<file path="src/rtl/prbs_pkg.sv">
// Shared PRBS definitions: supported polynomial pairs, checker state encoding,
// and reference helpers for popcount and a W-step LFSR advance.
package prbs_pkg;

  localparam int MAX_W = 1024;
  localparam int MAX_N = 31;

  localparam int PRBS7_N  = 7;   localparam int PRBS7_TAP  = 6;
  localparam int PRBS9_N  = 9;   localparam int PRBS9_TAP  = 5;
  localparam int PRBS15_N = 15;  localparam int PRBS15_TAP = 14;
  localparam int PRBS23_N = 23;  localparam int PRBS23_TAP = 18;
  localparam int PRBS31_N = 31;  localparam int PRBS31_TAP = 28;

  typedef enum logic {SEARCH, LOCKED} state_e;

  function automatic logic [31:0] popcount(input logic [MAX_W-1:0] v);
    logic [31:0] n;
    n = '0;
    for (int i = 0; i < MAX_W; i++) n = n + {31'd0, v[i]};
    return n;
  endfunction

  // Returns {E, S_next}; E occupies the upper MAX_W bits with E[w-1] produced first.
  function automatic logic [MAX_W+MAX_N-1:0] prbs_adv(input logic [MAX_N-1:0] s,
                                                      input int n, input int tap,
                                                      input int inv, input int w);
    logic [MAX_W-1:0] e;
    logic             b;
    e = '0;
    for (int i = 0; i < w; i++) begin
      b = s[n-1] ^ s[tap-1] ^ inv[0];
      e[w-1-i] = b;
      s = {s[MAX_N-2:0], b};
    end
    return {e, s & ((MAX_N'(1) << n) - MAX_N'(1))};
  endfunction

endpackage

</file>
<file path="src/rtl/prbs_adv_par.sv">
// Combinational W-step advance of an x^N + x^TAP + 1 LFSR: produces the next W
// line bits (oldest in MSB) and the state left behind after those W steps.
module prbs_adv_par #(
  parameter int W      = 64,
  parameter int N      = 31,
  parameter int TAP    = 28,
  parameter int INVERT = 1
) (
  input  logic [N-1:0] s_i,
  output logic [W-1:0] e_o,
  output logic [N-1:0] s_next_o
);

  localparam logic INV_B = (INVERT != 0);

  logic [N-1:0] st [0:W];

  assign st[0]    = s_i;
  assign s_next_o = st[W];

  generate
    for (genvar gi = 0; gi < W; gi++) begin : g_step
      logic fb;
      assign fb           = st[gi][N-1] ^ st[gi][TAP-1] ^ INV_B;
      assign e_o[W-1-gi]  = fb;
      assign st[gi+1]     = {st[gi][N-2:0], fb};
    end
  endgenerate

endmodule

</file>
<file path="src/rtl/prbs_chk_lock_param.sv">
// Self-synchronising parallel PRBS checker: seeds from received data while searching,
// free-runs once locked, and keeps saturating error statistics.
module prbs_chk_lock_param
  import prbs_pkg::*;
#(
  parameter int W          = 64,
  parameter int PRBS_N     = 31,
  parameter int PRBS_TAP   = 28,
  parameter int INVERT     = 1,
  parameter int LOCK_CNT   = 16,
  parameter int UNLOCK_CNT = 4,
  parameter int CNT_W      = 48
) (
  input  logic                     C,
  input  logic                     R,
  input  logic                     CE,
  input  logic [W-1:0]             D,
  input  logic                     clr_cnt,
  output logic                     locked,
  output logic                     lol,
  output logic                     err_word,
  output logic [$clog2(W+1)-1:0]   err_bits,
  output logic [CNT_W-1:0]         err_word_cnt,
  output logic [CNT_W-1:0]         err_bit_cnt,
  output logic [CNT_W-1:0]         word_cnt
);

  localparam int EB_W = $clog2(W+1);
  localparam int MC_W = $clog2(LOCK_CNT+1);
  localparam int UC_W = $clog2(UNLOCK_CNT+1);
  localparam logic [PRBS_N-1:0] DEGEN = (INVERT != 0) ? {PRBS_N{1'b1}} : {PRBS_N{1'b0}};

  generate
    if (W < PRBS_N) begin : g_w_chk
      $error("prbs_chk_lock_param: W must be >= PRBS_N");
    end
    if (PRBS_TAP < 1 || PRBS_TAP >= PRBS_N) begin : g_tap_chk
      $error("prbs_chk_lock_param: PRBS_TAP must satisfy 1 <= PRBS_TAP < PRBS_N");
    end
  endgenerate

  state_e              state_q, state_d;
  logic [PRBS_N-1:0]   s_q, s_d;
  logic [MC_W-1:0]     match_q, match_d;
  logic [UC_W-1:0]     miss_q, miss_d;
  logic                lol_q, lol_d;
  logic                err_word_q, err_word_d;
  logic [EB_W-1:0]     err_bits_q, err_bits_d;
  logic [CNT_W-1:0]    err_word_cnt_q, err_word_cnt_d;
  logic [CNT_W-1:0]    err_bit_cnt_q, err_bit_cnt_d;
  logic [CNT_W-1:0]    word_cnt_q, word_cnt_d;

  logic [W-1:0]        e_w;
  logic [PRBS_N-1:0]   s_adv;
  logic [W-1:0]        mism;
  logic [EB_W-1:0]     pop;

  prbs_adv_par #(
    .W      (W),
    .N      (PRBS_N),
    .TAP    (PRBS_TAP),
    .INVERT (INVERT)
  ) u_adv (
    .s_i      (s_q),
    .e_o      (e_w),
    .s_next_o (s_adv)
  );

  assign mism = D ^ e_w;
  assign pop  = EB_W'(popcount(MAX_W'(mism)));

  function automatic logic [CNT_W-1:0] sat_add(input logic [CNT_W-1:0] a,
                                               input logic [CNT_W-1:0] b);
    logic [CNT_W:0] sum;
    sum = {1'b0, a} + {1'b0, b};
    return sum[CNT_W] ? {CNT_W{1'b1}} : sum[CNT_W-1:0];
  endfunction

  always_comb begin
    state_d        = state_q;
    s_d            = s_q;
    match_d        = match_q;
    miss_d         = miss_q;
    lol_d          = 1'b0;
    err_word_d     = 1'b0;
    err_bits_d     = '0;
    err_word_cnt_d = err_word_cnt_q;
    err_bit_cnt_d  = err_bit_cnt_q;
    word_cnt_d     = word_cnt_q;

    if (CE) begin
      case (state_q)
        SEARCH: begin
          s_d = D[PRBS_N-1:0];
          // A degenerate seed predicts itself forever, so it must never count as a match.
          if (D == e_w && s_q != DEGEN) match_d = match_q + 1'b1;
          else                          match_d = '0;
          if (match_d == MC_W'(LOCK_CNT)) begin
            state_d = LOCKED;
            match_d = '0;
            miss_d  = '0;
          end
        end
        LOCKED: begin
          s_d            = s_adv;
          err_word_d     = |mism;
          err_bits_d     = pop;
          word_cnt_d     = sat_add(word_cnt_q, CNT_W'(1));
          err_bit_cnt_d  = sat_add(err_bit_cnt_q, CNT_W'(pop));
          err_word_cnt_d = sat_add(err_word_cnt_q, CNT_W'(|mism));
          miss_d         = (|mism) ? miss_q + 1'b1 : '0;
          if (miss_d == UC_W'(UNLOCK_CNT)) begin
            state_d = SEARCH;
            lol_d   = 1'b1;
            match_d = '0;
            miss_d  = '0;
            s_d     = D[PRBS_N-1:0];
          end
        end
        default: state_d = SEARCH;
      endcase
    end

    if (clr_cnt) begin
      err_word_cnt_d = '0;
      err_bit_cnt_d  = '0;
      word_cnt_d     = '0;
    end
  end

  always_ff @(posedge C) begin
    if (R) begin
      state_q        <= SEARCH;
      s_q            <= {PRBS_N{1'b1}};
      match_q        <= '0;
      miss_q         <= '0;
      lol_q          <= 1'b0;
      err_word_q     <= 1'b0;
      err_bits_q     <= '0;
      err_word_cnt_q <= '0;
      err_bit_cnt_q  <= '0;
      word_cnt_q     <= '0;
    end else begin
      state_q        <= state_d;
      s_q            <= s_d;
      match_q        <= match_d;
      miss_q         <= miss_d;
      lol_q          <= lol_d;
      err_word_q     <= err_word_d;
      err_bits_q     <= err_bits_d;
      err_word_cnt_q <= err_word_cnt_d;
      err_bit_cnt_q  <= err_bit_cnt_d;
      word_cnt_q     <= word_cnt_d;
    end
  end

  assign locked       = (state_q == LOCKED);
  assign lol          = lol_q;
  assign err_word     = err_word_q;
  assign err_bits     = err_bits_q;
  assign err_word_cnt = err_word_cnt_q;
  assign err_bit_cnt  = err_bit_cnt_q;
  assign word_cnt     = word_cnt_q;

endmodule
</file>
<file path="config.mk">
export PLATFORM = sky130hd
export DESIGN_NAME = prbs_chk_lock_param
export DESIGN_NICKNAME = d
export VERILOG_FILES = /design/src/rtl/prbs_pkg.sv /design/src/rtl/prbs_adv_par.sv /design/src/rtl/prbs_chk_lock_param.sv
export SDC_FILE = /design/constraint.sdc
export NUM_CORES = 1
export LEC_CHECK = 0
export CORE_MARGIN = 2
export CORE_UTILIZATION = 52
export CTS_CLUSTER_SIZE = 28
export DETAILED_ROUTE_END_ITERATION = 10
export GPL_TIMING_DRIVEN = 0
export PLACE_DENSITY_LB_ADDON = 0.1
export SLEW_MARGIN = 5
export SYNTH_ARGS = -nofsm -noshare
export SYNTH_HDL_FRONTEND = slang
export SYNTH_SLANG_ARGS = --single-unit
</file>
<file path="constraint.sdc">
create_clock -name C -period 14.6 [get_ports C]
set_input_delay 2.19 -clock C [delete_from_list [all_inputs] [get_ports C]]
set_output_delay 2.19 -clock C [all_outputs]
set_load 0.1 [all_outputs]
</file>
==> results.yml, run 1 <==
status:
  outcome: "completed"
finish:
  drive_gt1_share_pct: 8.40
  antenna_cells: 0
  fin_nets: 1830
  fin_util_pct: 66.3
  layout-area-overhead-vs-synth_pct: 24.6
  fillers: 2089
sta:
  tightest_slew_ns: 1.05
  hold_ws_ns: 0.487
  fin_crit_sh_pct: 77.1
  fin_setup_tns_ns: 0
  setup_viol: 0
  fin_crit_ns: 11.26
  maxSlewViolCount: 0
  grt_setup_unrepaired: "false"
  max_freq_mhz: 88.8
  hold_viol_final: 0
  max_slew_margin_pct: 29.0
  fin_skew_ns: 0.0135
  setup_slack_ns: 3.34
critical_path:
  reg2reg_slack_ns: 4.62
  cpMaxStageDelayCell: "nor4b_1"
  crit_type: "input port to register"
  timing.rr.start: "s_q[21]$_SDFFE_PP1P_"
  worstPathArrival_ns: 11.63
  worst_r2r_endpoint: "err_bit_cnt[45]$_SDFFE_PP0P_"
  endpoint_kind: "register"
  cp_common_cell: "fa_1"
  critPathLaunchType: "input port"
  cp_max_fo: 10
  r2r_cells: 29
  worstPathRequired_ns: 14.96
  cpPeakStageDelay_ns: 0.85
worst_hold_path:
  hold_start: "match_q[4]$_SDFFE_PP0P_"
  holdPathEnd: "match_q[4]$_SDFFE_PP0P_"
  hold_depth: 1
  worstHoldPathType: "register to register"
die:
  ios: 222
  die_w_um: 162
  die_area_sq_um: 26200
  fp.dieH_um: 162
  initial_utilization_pct: 53.2
  num_rows: 57
  core_area_sq_um: 24400
synth:
  synth_common_cells: "dfxtp_1, xnor2_1, a21oi_1"
  mappedNetlistNets: 1592
  yosysWarnings: 0
  yosysTopAreaCell: "dfxtp_1"
  ys_seq_area_share_pct: 29.8
  yosysMostFrequentCell: "dfxtp_1"
  synthArstFlopShare_pct: 0
  syn_avg_cell_area_sq_um: 9.01
  yosys_most_used_dff: "dfxtp_1"
  synth_top_area_share_pct: 29.8
  synth_seq_cells: 193
  ys_types: 68
  synth_edf_count: 0
  synth_area_leaders: "dfxtp_1, xnor2_1, fa_1"
  postSynthCellCount: 1441
  netlist_area_sq_um: 13000
drt:
  dr.pass1.iters: 5
  wl_per_cell_um: 19.2
  vias: 11600
  initialDrtViolationCount: 984
  ant_nets: 0
  vias_per_cell: 5.73
  wl_um: 38700
  drc: 0
cts:
  cts.sinks: 193
  cts_repair_resize_count: 0
  cts-root-buf: "clkbuf_16"
  cts_setup_buffers: 0
  ctsHoldBuffers: 0
  clockBufferDepth: 2
  clk_latency_ns: 0.44
  htreeDepth: 4
  clk_pin_slew_ns: 0.08
  cts-buffers-inserted: 17
  cts_tree: "done"
place:
  routabilityCongestion: 0.962
  pre_cts_slack_ns: 2.99
  hpwl_um: 29700
  io_buffers: 219
global_route:
  grt_pass1_wl_um: 61800
  grt_pass1_vias: 11200
  grt-ovfl-total: 0
  gr-usage-all-layers_pct: 29.9
  grt_max_degree: 20
  antenna_found_initial: 0
flow_run:
  cap_viol_max_count: 0
-- logic make-up (layout without fill, tap and decap cells) --
family	count (synthesis)	count (layout)	share of synthesized area [%]
buffers and inverters	183	433	6.01
AOI/OAI and AO/OA	229	229	11.8
adders and majority gates	83	83	11.2
DFF	193	193	29.8
and+or+nand+nor	493	493	21.6
muxes	4	4	0.308
xor gates and xnor gates	256	256	19.3
-- layout make-up --
type                    count  area, sq um  area share (%)
plain buffers              93          443            2.74
clock buffers              17          425            2.63
clock inverters            14          171            1.06
inverters                  90          338            2.09
multi-input cells        1065         8340            51.5
flip-flops and latches    193         3860            23.9
well taps                 324          405            2.51
repair buffers            219         2190            13.6
-- cell usage in the layout, fill, tap and decap left out, types with 55 or more instances in the layout --
cell type and instances:
nand3_1 71, nand2_1 67, inv_1 89, clkdlybuf4s50_1 219, clkbuf_1 57, fa_1 55
a21oi_1 137, xor2_1 90, xnor2_1 147, nor3_1 98, dfxtp_1 193
-- worst max path at each step --
stage,end,depth (start not counted),startpoint
finish,err_bit_cnt[45]$_SDFFE_PP0P_,31,D[31]
global route,err_bit_cnt[45]$_SDFFE_PP0P_,31,D[31]
CTS,err_bit_cnt[31]$_SDFFE_PP0P_,31,D[31]
detailed placement,err_bit_cnt[31]$_SDFFE_PP0P_,31,D[31]
global placement,err_bit_cnt[36]$_SDFFE_PP0P_,31,D[31]
floorplan,err_bit_cnt[14]$_SDFFE_PP0P_,30,D[31]
-- metal layers --
| layer | up-vias | track usage [%] | wire [um] |
|---|---|---|---|
| met1 | 5495 | 41.5 | 17000 |
| li1 | 5520 | - | - |
| met3 | 69 | 5.59 | 2950 |
| met4 | 0 | 10.1 | 1190 |
| met2 | 471 | 47.0 | 17600 |
| met5 | - | 0 | 0 |
-- critical path, delay by kind of cell --
family,cells,cell delay [ns]
buf+inv,9,1.24
compound gates,6,1.20
xor+xnor,3,0.58
fa+ha+maj,11,5.15
simple gates,2,1.26
-- through the flow --
step                      std cells  instance area [sq um]
final                          2015                  16200
after global routing           2015                  16200
after CTS                      2015                  16200
after detailed placement       1984                  15600
after global placement         1984                  15600
after floorplan                1441                  13000
-- flip-flops by register name, indices dropped and copies added (netlist names), 3 cells and up --
| register | count |
|---|---|
| s_q | 31 |
| err_bits | 7 |
| match_q | 5 |
| word_cnt | 48 |
| err_word_cnt | 48 |
| err_bit_cnt | 48 |
| miss_q | 3 |
Power of run 1 is not shown: default switching activity piles up to over one toggle a cycle in this logic, so the estimate is an artifact.
==> run 2: changes to the inputs <==
Settings changed: CORE_UTILIZATION 52 to 49.
Clock period 14.6 ns to 9.79 ns, I/O delays scaled along.
==> run 2 against run 1 <==
  * Global-route usage decreased by 1.5 points
  * Setup slack got worse by 2.9 ns
  * Non-clock buffer count increased by 12
  * Final cell count increased by 1.2%
  * Final area increased by 1.7%
  * First-iteration DRC count decreased by 1.9%
  * Critical path depth unchanged
  * Sequential share of layout area decreased by 0.40 points
  * Die area increased by 6.0%
  * Flip-flop and latch count unchanged
==> results.yml, run 2 (synthesized netlist as in run 1, its figures left out) <==
status:
  outcome: "completed"
drt:
  ant_nets: 0
  initialDrtViolationCount: 965
  vias_per_cell: 5.68
  wl_per_cell_um: 19.5
  drc: 0
  wl_um: 39800
  vias: 11600
  dr.pass1.iters: 5
finish:
  layout-area-overhead-vs-synth_pct: 26.7
  fin_util_pct: 63.1
  final_cell_mix: "clkdlybuf4s50_1, dfxtp_1, xnor2_1"
  final_common_cell: "clkdlybuf4s50_1"
  antenna_cells: 0
  drive_gt1_share_pct: 10.5
  fin_nets: 1842
  fillers: 2305
global_route:
  grt-ovfl-total: 0
  grt_pass1_vias: 11400
  grt_max_degree: 23
  grt_pass1_wl_um: 62900
  antenna_found_initial: 0
  gr-usage-all-layers_pct: 28.3
cts:
  htreeDepth: 4
  cts-buffers-inserted: 17
  clockBufferDepth: 2
  cts-root-buf: "clkbuf_16"
  cts_tree: "done"
  clk_pin_slew_ns: 0.08
  clk_latency_ns: 0.45
  ctsHoldBuffers: 0
  cts.sinks: 193
critical_path:
  cpMaxStageDelayCell: "fa_1"
  r2r_cells: 30
  endpoint_kind: "register"
  worstPathArrival_ns: 9.74
  cpPeakStageDelay_ns: 0.58
  cp_common_cell: "fa_1"
  critPathLaunchType: "input port"
  crit_type: "input port to register"
  cp_max_fo: 8
  worstPathRequired_ns: 10.14
sta:
  fin_skew_ns: 0.0156
  fin_crit_ns: 9.39
  setup_slack_ns: 0.400
  fin_crit_sh_pct: 95.9
  max_freq_mhz: 106
  max_slew_margin_pct: 31.2
  hold_viol_final: 0
  tightest_slew_ns: 1.03
  maxSlewViolCount: 0
  hold_ws_ns: 0.477
  setup_viol: 0
flow_run:
  cap_viol_max_count: 0
place:
  pre_cts_slack_ns: -1.23
  io_buffers: 219
  hpwl_um: 30200
  routabilityCongestion: 0.964
die:
  initial_utilization_pct: 49.8
  num_rows: 59
  die_w_um: 167
  die_area_sq_um: 27800
  core_area_sq_um: 26100
  fp.dieH_um: 167
  ios: 222
worst_hold_path:
  hold_depth: 1
  worstHoldPathType: "register to register"
run 2: cell types whose count changed in the layout (fill, tap and decap cells not counted), moves of 3 or more:
cell	change
nor3_2	+5
buf_4	+13
inv_6	-3
nor4_1	-3
clkbuf_1	-5
nor3_1	-5
inv_12	+3
nor4_2	+3
run 2: metrics by stage:
| stage | instance area (sq um) | std cells | setup TNS [ns] |
|---|---|---|---|
| 6_report | 16500 | 2039 | 0 |
| 5_1_grt | 16500 | 2039 | -0.0318 |
| 4_1_cts | 16300 | 2028 | 0 |
| 3_5_place_dp | 15600 | 1995 | -49.87 |
| 3_3_place_gp | 15600 | 1995 | -48.26 |
| 2_1_floorplan | 13000 | 1441 | 0 |
run 2: timing repair:
action / CTS / global route
endpoints found under the setup margin: 48 / 48
gates resized for setup: 12 / 27
setup buffers: 1 / 11
pin swaps: 0 / 8
run 2: layout make-up:
class / count / area [sq um] / share of cell area, %
multi-input cells: 1065 / 8470 / 51.5
flip-flops and latches: 193 / 3860 / 23.5
repair buffers: 231 / 2280 / 13.9
plain buffers: 93 / 457 / 2.78
clock buffers: 17 / 425 / 2.59
well taps: 335 / 419 / 2.55
inverters: 90 / 338 / 2.05
clock inverters: 15 / 198 / 1.20
run 2: final timing paths:
path	start	slack, ns	endpoint
worst max register to register	s_q[20]$_SDFFE_PP1P_	0.79	err_bit_cnt[20]$_SDFFE_PP0P_
worst min register to register	match_q[4]$_SDFFE_PP0P_	0.48	match_q[4]$_SDFFE_PP0P_
worst min-delay path	match_q[4]$_SDFFE_PP0P_	0.48	match_q[4]$_SDFFE_PP0P_
worst max-delay path	D[35]	0.40	err_bit_cnt[20]$_SDFFE_PP0P_
run 2: critical path, delay by kind of cell:
kind	cells	cell delay (ns)
and+or+nand+nor	2	0.41
adders and majority gates	11	5.15
buffers and inverters	9	1.16
AOI/OAI and AO/OA	6	1.03
xor gates and xnor gates	3	0.53
run 2: per-layer routing:
metal	vias up	track usage (%)	share of wire [%]
met4	0	10.8	3.3
met1	5528	38.4	44
li1	5518	-	-
met5	-	0	0
met3	79	5.85	7.6
met2	459	44.7	45
Power of run 2 is left out for the same reason.
==> run 3: changes to the inputs <==
Settings changed: CORE_UTILIZATION 49 to 52.
Clock period 9.79 ns to 10.2 ns, I/O delays scaled along.
==> run 3 against run 2 <==
  * Clock-buffer cell count unchanged
  * Via count grew 0.62%
  * Hold slack improved by 0.011 ns
  * First-iteration DRC count shrank 3.5%
==> results.yml, run 3 (synthesized netlist as in run 1, its figures left out) <==
place:
  dp.cells: 1984
  routabilityCongestion: 0.962
  io_buffers: 219
  hpwl_um: 29700
worst_hold_path:
  worstHoldPathType: "register to register"
global_route:
  grt_max_degree: 20
  gr-usage-all-layers_pct: 29.9
  grt_pass1_vias: 11200
  grt_pass1_wl_um: 61900
  grt-ovfl-total: 0
  antenna_found_initial: 0
die:
  die_w_um: 162
  initial_utilization_pct: 53.2
  die_area_sq_um: 26200
  ios: 222
  core_area_sq_um: 24400
  num_rows: 57
  fp.dieH_um: 162
critical_path:
  cp_common_cell: "fa_1"
  endpoint_kind: "register"
  timing.rr.start: "s_q[21]$_SDFFE_PP1P_"
  critPathLaunchType: "input port"
  worst_r2r_endpoint: "err_bit_cnt[19]$_SDFFE_PP0P_"
  cp_max_fo: 10
  cpMaxStageDelayCell: "fa_1"
  reg2reg_slack_ns: 1.03
  worstPathArrival_ns: 10.09
  crit_end: "err_bit_cnt[19]$_SDFFE_PP0P_"
  crit_type: "input port to register"
  cpPeakStageDelay_ns: 0.56
  critPathLaunch: "D[31]"
  worstPathRequired_ns: 10.51
  r2r_cells: 31
finish:
  layout.cells.non_filler: 2016
  fin_util_pct: 66.6
  fin_nets: 1831
  fillers: 2069
  multi_input_area_sq_um: 8400
  seqCellArea_sq_um: 3860
  antenna_cells: 0
  final_cell_mix: "clkdlybuf4s50_1, dfxtp_1, xnor2_1"
  final_common_cell: "clkdlybuf4s50_1"
  drive_gt1_share_pct: 9.16
  layout-area-overhead-vs-synth_pct: 25.2
drt:
  vias: 11700
  initialDrtViolationCount: 931
  dr.pass1.iters: 5
  ant_nets: 0
  vias_per_cell: 5.78
  wl_um: 38900
  wl_per_cell_um: 19.3
  drc: 0
cts:
  ctsHoldBuffers: 0
  cts-root-buf: "clkbuf_16"
  clockBufferDepth: 2
  clk_pin_slew_ns: 0.08
  cts.sinks: 193
  htreeDepth: 4
  clk_latency_ns: 0.45
  cts-buffers-inserted: 17
  cts_tree: "done"
sta:
  maxSlewViolCount: 0
  tightest_slew_ns: 1.06
  hold_viol_final: 0
  fin_crit_ns: 9.78
  setup_viol: 0
  fin_skew_ns: 0.0142
  max_freq_mhz: 102
  fin_crit_sh_pct: 95.9
  max_slew_margin_pct: 29.0
  fin_setup_tns_ns: 0
flow_run:
  cap_viol_max_count: 0
status:
  outcome: "completed"
==> run 3: worst min path at each step <==
stage                            start  cells past startpoint                       to
2_1_floorplan  match_q[4]$_SDFFE_PP0P_                      1  match_q[4]$_SDFFE_PP0P_
3_3_place_gp   match_q[4]$_SDFFE_PP0P_                      1  match_q[4]$_SDFFE_PP0P_
3_5_place_dp   match_q[4]$_SDFFE_PP0P_                      1  match_q[4]$_SDFFE_PP0P_
4_1_cts        match_q[4]$_SDFFE_PP0P_                      1  match_q[4]$_SDFFE_PP0P_
5_1_grt        match_q[4]$_SDFFE_PP0P_                      1  match_q[4]$_SDFFE_PP0P_
6_report       match_q[4]$_SDFFE_PP0P_                      1  match_q[4]$_SDFFE_PP0P_
==> run 3: per-layer routing <==
metal	routed length, um	track usage [%]
met4	1140	10.1
met3	2710	5.59
met2	17800	47.0
met5	0	0
met1	17200	41.5
==> run 3: through the flow <==
stage	hold slack, ns	area (sq um)	setup WS, ns
3_3_place_gp	0.451	15600	-0.711
4_1_cts	0.486	16200	0.0767
2_1_floorplan	0.441	13000	0.776
3_5_place_dp	0.469	15600	-0.751
6_report	0.487	16300	0.421
5_1_grt	0.505	16300	-0.0390
==> run 3: what timing repair did <==
action	in CTS	in global routing
pin swaps	0	1
buffers inserted	0	1
resized for setup	2	19
endpoints found under the setup margin	36	37
==> run 3: worst max-delay path, delay by kind of cell <==
family / cells / cell delay [ns]
xor+xnor: 3 / 0.59
compound gates: 7 / 1.13
simple gates: 3 / 0.47
fa+ha+maj: 11 / 5.18
buf+inv: 9 / 1.16
==> run 3: layout make-up <==
class	instances	share of cell area, %
buffer	93	2.76
clock buffer	17	2.62
clock inverter	14	1.05
inverter	90	2.08
multi-input combinational	1065	51.7
sequential	193	23.8
tap	324	2.49
timing repair buffer	220	13.5
Power of run 3 is left out for the same reason.
